<file path="config.mk">
export PLATFORM = sky130hd
export DESIGN_NAME = unshift_seq
export DESIGN_NICKNAME = d
export VERILOG_FILES = /design/src/rtl/unshift_seq.sv
export SDC_FILE = /design/constraint.sdc
export NUM_CORES = 1
export LEC_CHECK = 0
export CORE_ASPECT_RATIO = 1.4
export CORE_MARGIN = 5
export CORE_UTILIZATION = 50
export CTS_BUF_LIST = sky130_fd_sc_hd__clkbuf_2 sky130_fd_sc_hd__clkbuf_4 sky130_fd_sc_hd__clkbuf_8
export CTS_CLUSTER_SIZE = 14
export DETAILED_ROUTE_END_ITERATION = 8
export PLACE_DENSITY_LB_ADDON = 0.3
export SLEW_MARGIN = 20
export SYNTH_ARGS = -nofsm -noshare
export SYNTH_HDL_FRONTEND = slang
export SYNTH_SLANG_ARGS = --single-unit
export TNS_END_PERCENT = 30
</file>
<file path="constraint.sdc">
create_clock -name clk -period 1.88 [get_ports clk]
set_input_delay 0.376 -clock clk [delete_from_list [all_inputs] [get_ports clk]]
set_output_delay 0.376 -clock clk [all_outputs]
set_load 0.02 [all_outputs]
</file>
<file path="src/rtl/unshift_seq.sv">
// unshift_seq: restores a rotate-right scrambled word by rotating left one bit per clock.
// Define UNSHIFT_ROT2_EN to rotate two bits per clock while at least two steps remain.
module unshift_seq #(
    parameter int W  = 8,
    parameter int SW = $clog2(W)
) (
    input  logic          clk,
    input  logic          rst,
    input  logic          in_valid,
    output logic          in_ready,
    input  logic [W-1:0]  in,
    input  logic [SW-1:0] shift,
    output logic          out_valid,
    input  logic          out_ready,
    output logic [W-1:0]  q,
    output logic          busy
);
    typedef enum logic [1:0] {IDLE, ROT, DONE} state_t;
    state_t        r_state, w_state_nx;
    logic [W-1:0]  r_data, w_data_nx, r_q;
    logic [SW-1:0] r_count, w_count_nx;
    always_ff @(posedge clk) begin
        if (rst) begin
            r_state <= IDLE;
            r_data  <= '0;
            r_count <= '0;
            r_q     <= '0;
        end else begin
            r_state <= w_state_nx;
            r_data  <= w_data_nx;
            r_count <= w_count_nx;
            if (w_state_nx == DONE) r_q <= w_data_nx;
        end
    end
    always_comb begin
        w_state_nx = r_state;
        w_data_nx  = r_data;
        w_count_nx = r_count;
        case (r_state)
            IDLE: if (in_valid) begin
                w_data_nx  = in;
                w_count_nx = shift;
                w_state_nx = (shift == '0) ? DONE : ROT;
            end
            ROT: begin
`ifdef UNSHIFT_ROT2_EN
                if ({1'b0, r_count} >= (SW+1)'(2)) begin
                    w_data_nx  = (r_data << 2) | (r_data >> (W-2));
                    w_count_nx = r_count - SW'(2);
                end else begin
                    w_data_nx  = {r_data[W-2:0], r_data[W-1]};
                    w_count_nx = r_count - SW'(1);
                end
`else
                w_data_nx  = {r_data[W-2:0], r_data[W-1]};
                w_count_nx = r_count - SW'(1);
`endif
                w_state_nx = (w_count_nx == '0) ? DONE : ROT;
            end
            DONE: w_state_nx = out_ready ? IDLE : DONE;
            default: w_state_nx = IDLE;
        endcase
    end
    assign in_ready  = (r_state == IDLE);
    assign out_valid = (r_state == DONE);
    assign busy      = (r_state != IDLE);
    assign q         = r_q;
endmodule

</file>
== Word level (Yosys, flattened, before mapping) ==
Cells that the tools add are included.
Cells by class
  add/sub/neg operators: 1
  reductions and logical operators: 6
  bitwise logic cells: 0
  $lt $le $gt $ge: 0
  eq/ne operators: 4
  shift-type cells: 0
  muxes and demuxes: 9
  multipliers: 0
  divide/modulo/power cells: 0
Operators with widths (count)
  case mux 8 bit (2 select lines): 1
  two-way mux 2 bit: 4
  two-way mux 8 bit: 1
  zero test 3 bit: 2
  case mux 2 bit (3 select lines): 1
  case mux 3 bit (2 select lines): 1
  == test 2 bit (second input constant): 2
  nonzero test 2 bit: 2
  two-way mux 3 bit: 1
  subtractor 3 x 1 -> 3 bit (second input constant): 1
  == test 2 x 1 -> 1 bit (second input constant): 1
  zero test 2 bit: 1
  inequality test 2 bit (second input constant): 1
  AND reduction 2 bit: 1
Word-level totals
  RAM bits: 0
  bits in registers: 21
  bits in read-only memories: 0
  latch bits: 0
  output and inout port bits: 11
  logic and storage cells: 24
  memories kept: 0

== Longest topological paths before layout ==
  depth after elaboration: 5
  gate-level depth with buffers: 6

== Least setup slack after synthesis ==
OpenSTA, ideal clock, no wires.
  path type: register -> register
  start: reg r_state[1]
  end: reg r_q[5], in the netlist q[5]
  data arrival time: 1.498 ns
  setup slack: 0.261 ns
  data required time: 1.759 ns
  path buffers: 1
  clock period less this slack: 1.619 ns
  cell stages (with the launch flop): 6
  cell sequence: dfxtp_1 -> buf_2 -> nor2b_1 -> a22oi_2 -> o21ai_4 -> mux2_4
Between the ends
  cells in the longest elaborated chain, start to end: 3
  elaborated cells on any way between the ends: 7
  classes of those cells: eq/ne: 3; mux: 3; reduce/logical: 1
RTL lines
  from (decl): line 19  | state_t r_state, w_state_nx;
  from (signal assigned): line 29  | r_state <= w_state_nx;
  == test 2 bit
  net out_valid: line 13  | output logic out_valid,
  case mux 2 bit (3 select lines): line 39  | case (r_state)
  == test 2 bit: line 32  | if (w_state_nx == DONE) r_q <= w_data_nx;
  to (signal assigned): line 32
  to (decl): line 20  | logic [W-1:0] r_data, w_data_nx, r_q;
The timed path passes the listed nets, and every way through them passes these cells.
A chain may end at the register's enable or synchronous reset.

== Worst setup path in the final report ==
  start: reg r_state[1]
  end: out busy
Between the ends
  cells in the longest elaborated chain, start to end: 1
RTL lines
  nonzero test 2 bit: line 66  | assign busy = (r_state != IDLE);
  to (decl): line 16  | output logic busy
Every way passes these cells.

==> results.ini <==
[power_and_ir_drop]
netSwitchingFraction_pct = 29.2
p_sw_w = 0.000299
comb_power_share_pct = 29.8
pwr-share-seq_pct = 49.7
leakage_nw = 0.597
p_clk_share_pct = 20.5
cellPowerDensity_mw_per_mm2 = 706
ir_drop_mv = 0.477
power.internal_w = 0.000726
total_power_w = 0.00103

[worst_setup_path]
worst_ep_required_time_ns = 1.50
worstSetupPathType = reg2out
critPathMaxFanout = 3
arrival_ns = 1.38
cp-end-kind = primary output
cp-start-kind = register

[timing]
final_hold_viol_count = 0
worst_slack_ns = 0.123
maxSlewHeadroom_pct = 81.7
rsz0062_at_grt = false
finalClockSkew_ns = 0.00785
period_needed_ns = 1.76
fmax_ghz = 0.569
setup_violations = 0
finalSetupTns_ns = 0
period_share_pct = 93.5
maxSlewViolCount = 0
worst_pin_slew_ns = 0.273

[synth]
yosysMostFrequentCell = dfxtp_1
synth_nets = 140
ys_seq_elements = 21
synth.avg_cell_area_sq_um = 9.17
yosysSeqAreaShare_pct = 37.3
synth-edff-count = 0
ys_warn_count = 0
synth_area_leader_cell = dfxtp_1
ys.flop_type = dfxtp_1
netlist_instances = 123
synth.top_cell.area_share_pct = 37.3
synth_area_leaders = dfxtp_1, mux2_4, a21oi_1
async_flop_share_pct = 0
syn_area_sq_mm = 0.00113
ys_types = 26
synthTopCellsByCount = dfxtp_1, a21oi_1, nor2_1

[drt]
drt_iter0_drc = 7
via_per_inst = 5.29
drc = 0
firstDrtPassIters = 4
final_antenna_net_count = 0
num_vias = 931
finalWirelength_mm = 2.37
wl_per_cell_um = 13.4

[floorplanning]
start_util_pct = 51.8
die_h_um = 66.2
dieWidth_um = 50.1
dieArea_sq_mm = 0.00332
ios = 26
std_cell_rows = 20
core_area_sq_mm = 0.00218

[placed_design]
dpl_cell_area_sq_mm = 0.00141
pre_cts_ws_ns = -0.166
port_buffers = 25
gp_congestion = 0.735
place_hpwl_mm = 1.74

[global_route]
grt_pass1_wl_mm = 4.00
grt_max_degree = 28
antenna_found_initial = 0
first_global_vias = 895
gr-total-overflow = 0
grt_use_total_pct = 15.3

[finish]
diodes = 0
layout-drive-gt1-share_pct = 17.5
utilization_pct = 66.7
fin_area_sq_mm = 0.00145
syn_to_final_growth_pct = 28.7
fin_nets = 172
fill_cells = 190

[min_path]
hp-class = reg2reg

[clock_tree]
cts.sinks = 21
cts_root_buf = clkbuf_4
cts_tree = built
clk_path_buf_depth = 2
h-tree-depth = 1
clk_latency_ns = 0.30
clk_pin_slew_ns = 0.12
numCtsBuffers = 3

[status]
status = complete, no violations

[run]
drv_cap = 0

placed cells by master, fill, tap and decap left out, types with 2 or more instances in the layout:
cell type,count
nor2b_1,10
clkbuf_4,3
buf_4,11
ha_1,2
nand2b_1,10
dfxtp_1,21
inv_1,5
a21oi_1,14
clkdlybuf4s50_1,23
nor3_1,11
nor2_1,12
or3b_1,8
mux2_4,8
nor3b_1,2
stage by stage:
stage	std cells	hold slack [ns]
after global placement	170	0.484
after floorplan	123	0.468
final	176	0.505
after global routing	176	0.528
after detailed placement	170	0.496
after CTS	174	0.511
registers in the layout (all words and copies together), names as in the netlist:
signal,count
r_count,3
r_data,8
r_state,2
q,8
critical path: stages (launching register included):
cell	delay, ns
dfxtp_1	0.34
nor2_2	0.16
inv_1	0.05
clkdlybuf4s50_1	0.53
what timing repair did:
action	CTS	global route
buffers inserted	0	2
gates cloned	0	0
hold buffers	0	0
gates resized for setup	1	1
setup endpoints to repair	1	9
pin swaps	0	1
area by class of cell:
class	instances	area, sq um	area share (%)
multi-input cells	88	623	42.9
clock buffers	3	22.5	1.55
clock inverters	1	5.00	0.345
inverters	5	18.8	1.29
flip-flops and latches	21	420	29.0
repair buffers	36	334	23.0
well taps	22	27.5	1.90
power groups by stage:
stage          clock, W  sequential [W]  combinational [W]
6_report       0.000210        0.000510           0.000305
5_1_grt        0.000245        0.000515           0.000337
4_1_cts        0.000220        0.000510           0.000305
3_5_place_dp          0        0.000520           0.000304
3_3_place_gp          0        0.000519           0.000297
2_1_floorplan         0        0.000525           0.000195
kinds of logic (layout without fill, tap and decap cells):
| kind of cell | after synthesis | count (layout) | share of synthesized area [%] |
|---|---|---|---|
| compound gates | 20 | 20 | 11.3 |
| flops | 21 | 21 | 37.3 |
| xor+xnor | 1 | 1 | 0.777 |
| fa+ha+maj | 2 | 2 | 2.22 |
| mux | 8 | 8 | 10.7 |
| buf+inv | 14 | 45 | 7.44 |
| simple gates | 57 | 57 | 30.3 |
worst paths after layout:
path,start,to,slack (ns),cells past startpoint
worst max register to register,r_count[0],q[6],0.19,7
worst min-delay path,r_count[1],r_count[1],0.51,2
worst min register to register,r_count[1],r_count[1],0.51,2
worst max-delay path,r_state[1],busy,0.12,3
metal layers:
layer  part of all wire, %  track usage (%)  up-vias
li1                      -                -      475
met1                    44             18.0      437
met2                    52             26.4       17
met3                   4.1             3.16        2
met4                  0.80             5.90        0
met5                     0                0        -
(Power assumes the default switching activity.)
